[config.mk]
export PLATFORM = sky130hd
export DESIGN_NAME = gaussian3x3_stream_flat
export DESIGN_NICKNAME = d
export VERILOG_FILES = /design/src/rtl/gaussian3x3_stream_if.sv /design/src/rtl/gaussian3x3_stream.sv /design/src/flat_wrapper.sv
export SDC_FILE = /design/constraint.sdc
export NUM_CORES = 1
export LEC_CHECK = 0
export ABC_AREA = 1
export CAP_MARGIN = 30
export CORE_MARGIN = 2
export CORE_UTILIZATION = 40
export DETAILED_ROUTE_END_ITERATION = 8
export REMOVE_ABC_BUFFERS = 1
export SLEW_MARGIN = 20
export SYNTH_ARGS = -nofsm -noshare
export SYNTH_HDL_FRONTEND = slang
export SYNTH_SLANG_ARGS = --single-unit
[constraint.sdc]
create_clock -name clk -period 6.9 [get_ports clk]
set_input_delay 0.69 -clock clk [delete_from_list [all_inputs] [get_ports clk]]
set_output_delay 0.69 -clock clk [all_outputs]
set_load 0.05 [all_outputs]
[src/rtl/gaussian3x3_stream_if.sv]
`default_nettype none
// ============================================================================
// Module   : gaussian3x3_stream_if
// Brief    : Input and output pixel stream handshake bundle for the 3x3 blur.
// Revision : 1.0 - initial release
// ============================================================================
interface gaussian3x3_stream_if #(
  parameter int PIXEL_BIT_WIDTH = 12
);
  logic [PIXEL_BIT_WIDTH-1:0] pixel_in_TDATA;
  logic                       pixel_in_TVALID;
  logic                       pixel_in_TREADY;
  logic [PIXEL_BIT_WIDTH-1:0] pixel_out_TDATA;
  logic                       pixel_out_TVALID;
  logic                       pixel_out_TREADY;
  logic                       pixel_out_TLAST;

  // Environment side: feeds pixels in and consumes blurred pixels
  modport master (
    output pixel_in_TDATA,
    output pixel_in_TVALID,
    input  pixel_in_TREADY,
    input  pixel_out_TDATA,
    input  pixel_out_TVALID,
    output pixel_out_TREADY,
    input  pixel_out_TLAST
  );

  modport slave (
    input  pixel_in_TDATA,
    input  pixel_in_TVALID,
    output pixel_in_TREADY,
    output pixel_out_TDATA,
    output pixel_out_TVALID,
    input  pixel_out_TREADY,
    output pixel_out_TLAST
  );
endinterface
`default_nettype wire

[src/rtl/gaussian3x3_stream.sv]
`default_nettype none
// ============================================================================
// Module   : gaussian3x3_stream
// Brief    : Streaming 3x3 Gaussian blur, two line buffers, valid-region output.
// Revision : 1.0 - initial release
// ============================================================================
module gaussian3x3_stream #(
  parameter int PIXEL_BIT_WIDTH  = 12,
  parameter int IN_ROWS          = 20,
  parameter int IN_COLS          = 20,
  parameter int IMG_ROW_BITWIDTH = 10,
  parameter int IMG_COL_BITWIDTH = 10
) (
  input  wire logic             clk,
  input  wire logic             reset,
  gaussian3x3_stream_if.slave   pix
);

  localparam int c_sum_w  = PIXEL_BIT_WIDTH + 4;
  localparam int c_lb_aw  = (IN_COLS > 1) ? $clog2(IN_COLS) : 1;

  localparam logic [IMG_COL_BITWIDTH-1:0] c_last_col = IMG_COL_BITWIDTH'(IN_COLS - 1);
  localparam logic [IMG_ROW_BITWIDTH-1:0] c_last_row = IMG_ROW_BITWIDTH'(IN_ROWS - 1);
  localparam logic [IMG_COL_BITWIDTH-1:0] c_two_col  = IMG_COL_BITWIDTH'(2);
  localparam logic [IMG_ROW_BITWIDTH-1:0] c_two_row  = IMG_ROW_BITWIDTH'(2);
  localparam logic [IMG_COL_BITWIDTH-1:0] c_one_col  = IMG_COL_BITWIDTH'(1);
  localparam logic [IMG_ROW_BITWIDTH-1:0] c_one_row  = IMG_ROW_BITWIDTH'(1);
  localparam logic [c_sum_w-1:0]          c_round    = c_sum_w'(8);

  typedef logic [PIXEL_BIT_WIDTH-1:0] pix_t;

  logic [IMG_COL_BITWIDTH-1:0] r_x;
  logic [IMG_ROW_BITWIDTH-1:0] r_y;

  pix_t r_lb0 [IN_COLS];
  pix_t r_lb1 [IN_COLS];
  // Window keeps only the two older columns; the newest column is formed from
  // the line buffer read-out and the incoming pixel.
  pix_t r_win_l [3];
  pix_t r_win_m [3];

  logic r_out_valid;
  logic r_out_last;
  pix_t r_out_data;

  logic               w_accept;
  logic               w_in_ready;
  logic               w_last_col;
  logic               w_last_row;
  logic               w_out_en;
  logic [c_lb_aw-1:0] w_lb_idx;
  pix_t               w_top;
  pix_t               w_mid;
  pix_t               w_bot;
  logic [c_sum_w-1:0] w_sum;
  logic [c_sum_w-1:0] w_rounded;
  pix_t               w_result;

  assign w_in_ready = ~r_out_valid | pix.pixel_out_TREADY;
  assign w_accept   = pix.pixel_in_TVALID & w_in_ready;
  assign w_last_col = (r_x == c_last_col);
  assign w_last_row = (r_y == c_last_row);
  assign w_out_en   = (r_y >= c_two_row) && (r_x >= c_two_col);

  assign w_lb_idx = r_x[c_lb_aw-1:0];
  assign w_top    = r_lb1[w_lb_idx];
  assign w_mid    = r_lb0[w_lb_idx];
  assign w_bot    = pix.pixel_in_TDATA;

  assign w_sum = c_sum_w'(r_win_l[0])         + (c_sum_w'(r_win_m[0]) << 1) + c_sum_w'(w_top)
               + (c_sum_w'(r_win_l[1]) << 1)  + (c_sum_w'(r_win_m[1]) << 2) + (c_sum_w'(w_mid) << 1)
               + c_sum_w'(r_win_l[2])         + (c_sum_w'(r_win_m[2]) << 1) + c_sum_w'(w_bot);

  // Max sum is 16*(2^W-1); adding 8 still fits in W+4 bits
  assign w_rounded = w_sum + c_round;
  assign w_result  = pix_t'(w_rounded >> 4);

  always_ff @(posedge clk or negedge reset) begin
    if (!reset) begin
      r_x <= '0;
      r_y <= '0;
    end else if (w_accept) begin
      if (w_last_col) begin
        r_x <= '0;
        r_y <= w_last_row ? '0 : (r_y + c_one_row);
      end else begin
        r_x <= r_x + c_one_col;
      end
    end
  end

  always_ff @(posedge clk or negedge reset) begin
    if (!reset) begin
      r_out_valid <= 1'b0;
      r_out_last  <= 1'b0;
      r_out_data  <= '0;
    end else if (w_accept) begin
      r_out_valid <= w_out_en;
      r_out_last  <= w_last_row & w_last_col;
      r_out_data  <= w_result;
    end else if (pix.pixel_out_TREADY) begin
      r_out_valid <= 1'b0;
      r_out_last  <= 1'b0;
    end
  end

  always_ff @(posedge clk) begin
    if (w_accept) begin
      r_lb1[w_lb_idx] <= w_mid;
      r_lb0[w_lb_idx] <= w_bot;
      r_win_l         <= r_win_m;
      r_win_m[0]      <= w_top;
      r_win_m[1]      <= w_mid;
      r_win_m[2]      <= w_bot;
    end
  end

  assign pix.pixel_in_TREADY  = w_in_ready;
  assign pix.pixel_out_TVALID = r_out_valid;
  assign pix.pixel_out_TDATA  = r_out_data;
  assign pix.pixel_out_TLAST  = r_out_last;

endmodule
`default_nettype wire

[src/flat_wrapper.sv]
// flat-port wrapper written by rule: the top's interface ports become plain ports
module gaussian3x3_stream_flat 
#(
  parameter int PIXEL_BIT_WIDTH  = 12,
  parameter int IN_ROWS          = 20,
  parameter int IN_COLS          = 20,
  parameter int IMG_ROW_BITWIDTH = 10,
  parameter int IMG_COL_BITWIDTH = 10
)
  (clk, reset, pix_pixel_in_TDATA, pix_pixel_in_TVALID, pix_pixel_in_TREADY, pix_pixel_out_TDATA, pix_pixel_out_TVALID, pix_pixel_out_TREADY, pix_pixel_out_TLAST);
  gaussian3x3_stream_if #(.PIXEL_BIT_WIDTH(PIXEL_BIT_WIDTH)) pix_i ();
  input  wire logic clk;
  input  wire logic reset;
  input wire logic [$bits(pix_i.pixel_in_TDATA)-1:0] pix_pixel_in_TDATA;
  input wire logic [$bits(pix_i.pixel_in_TVALID)-1:0] pix_pixel_in_TVALID;
  output wire logic [$bits(pix_i.pixel_in_TREADY)-1:0] pix_pixel_in_TREADY;
  output wire logic [$bits(pix_i.pixel_out_TDATA)-1:0] pix_pixel_out_TDATA;
  output wire logic [$bits(pix_i.pixel_out_TVALID)-1:0] pix_pixel_out_TVALID;
  input wire logic [$bits(pix_i.pixel_out_TREADY)-1:0] pix_pixel_out_TREADY;
  output wire logic [$bits(pix_i.pixel_out_TLAST)-1:0] pix_pixel_out_TLAST;
  assign pix_i.pixel_in_TDATA = pix_pixel_in_TDATA;
  assign pix_i.pixel_in_TVALID = pix_pixel_in_TVALID;
  assign pix_pixel_in_TREADY = pix_i.pixel_in_TREADY;
  assign pix_pixel_out_TDATA = pix_i.pixel_out_TDATA;
  assign pix_pixel_out_TVALID = pix_i.pixel_out_TVALID;
  assign pix_i.pixel_out_TREADY = pix_pixel_out_TREADY;
  assign pix_pixel_out_TLAST = pix_i.pixel_out_TLAST;
  gaussian3x3_stream #(.PIXEL_BIT_WIDTH(PIXEL_BIT_WIDTH), .IN_ROWS(IN_ROWS), .IN_COLS(IN_COLS), .IMG_ROW_BITWIDTH(IMG_ROW_BITWIDTH), .IMG_COL_BITWIDTH(IMG_COL_BITWIDTH)) u_core (.clk(clk), .reset(reset), .pix(pix_i));
endmodule
==> summary.md <==
| Metric | Value |
|---|---|
| Number of fill cells in the layout | 5718 |
| Share of async-settable or async-resettable flops after synthesis | 0.0580 |
| Synthesized instance count | 2172 |
| Slew Viols, Final | 0 |
| XOR/XNOR Fraction of Synth Area | 0.00844 |
| Drt drc | 0 |
| Initial antenna violation count | 3 |
| Drt pass-1 iters | 5 |
| Tcrit/Tclk final | 0.871 |
| Main combinational cell family by area after synthesis | simple AND/OR/NAND/NOR gates |
| Post-synth EDFFs | 552 |
| Critical path's slowest cell | inv_6 |
| Area grow syn2layout | 14.8% |
| Final number of hold-violating endpoints | 0 |
| Vias in the first global route | 16093 |
| # setup viols final | 0 |
| Syn. warnings | 0 |
| CP startpoint kind | register |
| # IOs | 31 |
| Initial Util | 0.404 |
| Simple-gate share of the synthesized area | 0.116 |
| Commonest cells after routing, fill and taps aside | 552 x edfxtp_1, 372 x nor2_1, 282 x o21ai_0 |
| Wirelength per Cell | 20.0 um |
| Max-slew headroom | 0.384 |
| Worst-path clk slew | 0.06 ns |
| Worst-path cell chain | inv_6, buf_4, nor2_1, o21ai_0, nand2_1, nand3_1, nor2_1, fa_1, inv_1, fa_1, fa_1, inv_1, fa_1, inv_1, ha_1, nand3_1, nand3_1, nand2_1, nand2_1, or2_2, nand3_1, nand2_1 |
| F_max | 0.166 GHz |
| CTS resizes | 0 |
| Crit path kind | register to register |
| Crit path buffers/inverters | 5 |
| Synth cell types | 35 |
| Clock Sinks | 586 |
| Synth Area in Adders | 0.0768 |
| GRT Residual Overflow | 0 |
| RePlAce Congestion | 0.833 |
| WP data required | 7.39 ns |
| Share of post-route cells with drive strength above 1 | 0.0788 |
| Final WL | 62.5 mm |
| Slowest stage delay, CP | 0.68 ns |
| Die height | 259 um |
| Mux cell area share after synthesis | 0 |
| Antenna Diode Count | 0 |
| Ys flop type | edfxtp_1 |
| Outcome | finished clean |
| Avg Cell Area, Syn | 11.9 um^2 |
| DPL Wire Length | 37.1 mm |
| Die Span X | 259 um |
| Clock latency on the worst-skew pair | 0.63 ns |
| HP Class | primary input to asynchronous set/reset pin |
| Max_cap viols | 0 |
| Most common cell after layout, fill and taps aside | edfxtp_1 |
| CTS max path bufs | 3 |
| Total GRT Usage | 0.187 |
| Layout Skew | 0.0321 ns |
| CTS tree | yes |
| First-pass GRT wire length | 95.6 mm |
| Nets | 2356 |
| Routed Antenna Nets | 0 |
| Syn Std Cell Area | 25900 um^2 |
| Post-synthesis compound-gate area fraction | 0.0820 |
| #FFs+latches synth | 586 |
| Final worst path period need | 6.01 ns |
| Rows | 93 |
| Worst Setup End Kind | register |
| DR vias | 16406 |
| Worst EP arrival | 6.51 ns |
| H-tree depth | 2 |
| CTS root buf | clkbuf_16 |
| Top delay family on crit path | adder cells |
| Hold-fix buffers, CTS | 0 |
| Crit Path Max Fanout | 117 |
| Area of the core | 64200 um^2 |
| Largest net degree at the start of global routing | 150 |
| CTS buffer count | 59 |
| Seq/Total Area, Yosys | 0.672 |
| DR iter-0 viols | 1606 |
| DIE AREA | 66900 um^2 |
| RSZ-0062 raised after global routing | false |
| Post-CTS setup buffer count | 0 |
| Input/output buffers | 30 |
| Post-route setup TNS | 0 ns |
| Via-per-instance ratio | 5.25 |
| Worst Tran Pin Value | 0.923 ns |
==> layer usage <==
| metal | track usage | up-vias | part of all wire |
|---|---|---|---|
| li1 | - | 7599 | - |
| met1 | 0.255 | 8208 | 0.43 |
| met2 | 0.315 | 496 | 0.48 |
| met3 | 0.0240 | 103 | 0.063 |
| met4 | 0.0564 | 0 | 0.023 |
| met5 | 0 | - | 0 |
==> synthesized netlist by cell type, types with 11 or more instances <==
cell,count,area (um^2)
edfxtp_1,552,16600
nor2_1,392,1470
o21ai_0,282,1410
nand2_1,264,991
inv_1,182,683
fa_1,72,1440
nand3_1,58,290
o22ai_1,55,344
buf_2,51,255
ha_1,44,551
clkbuf_1,38,143
dfrtp_1,34,851
a21oi_1,33,165
o21ai_1,31,155
xor2_1,17,149
nor3_1,15,75.1
nand4_1,11,68.8
==> final timing paths <==
path | start | to | slack (ns) | depth (start not counted)
setup / recovery | u_core.r_x[0] | u_core.pix.pixel_out_TDATA[5] | 0.89 | 22
hold / removal | reset | u_core.r_y[6] | 0.17 | 1
setup reg to reg | u_core.r_x[0] | u_core.pix.pixel_out_TDATA[5] | 0.89 | 22
hold reg to reg | u_core.r_win_m[1] | u_core.r_win_l[1] | 0.45 | 0
max in group asynchronous | reset | u_core.r_x[0] | 6.12 | 1
min in group clk | u_core.r_win_m[1] | u_core.r_win_l[1] | 0.45 | 0
==> cells by family after synthesis <==
logic type,Yosys count
AO/OA/AOI/OAI,408
XOR/XNOR,25
adder cells (fa/ha/maj),116
buffers and inverters,282
flip-flops,586
AND/OR/NAND/NOR,755
==> through the flow <==
stage               hold WS [ns]  std cells  setup WS, ns  utilization  instance area, um^2
floorplan                  0.394       2077         -3.31            -                25500
global placement           0.438       3002         0.968        0.426                27400
detailed placement         0.441       3014         0.937        0.431                27700
CTS                        0.185       3123         0.902        0.462                29700
global route               0.222       3127         0.493        0.463                29800
finish                     0.175       3127         0.887        0.463                29800
==> area by class of cell <==
class | count | area, um^2 | share of cell area
repair buffers | 86 | 1030 | 0.0346
well taps | 855 | 1070 | 0.0359
clock inverters | 35 | 472 | 0.0158
inverters | 187 | 708 | 0.0238
clock buffers | 74 | 1550 | 0.0522
multi-input cells | 1304 | 7500 | 0.252
flip-flops and latches | 586 | 17400 | 0.586
==> state kept, by name (all words and copies together) (netlist names), 10 cells and up <==
register                    count
u_core.r_win_m                 36
u_core.pix.pixel_out_TDATA     12
u_core.r_win_l                 36
u_core.r_lb1                  240
u_core.r_lb0                  240
u_core.r_x                     10
u_core.r_y                     10
Power is left out: the tool's default activity adds up to more than one toggle a clock period on the data nets, which glitch-free logic cannot reach.
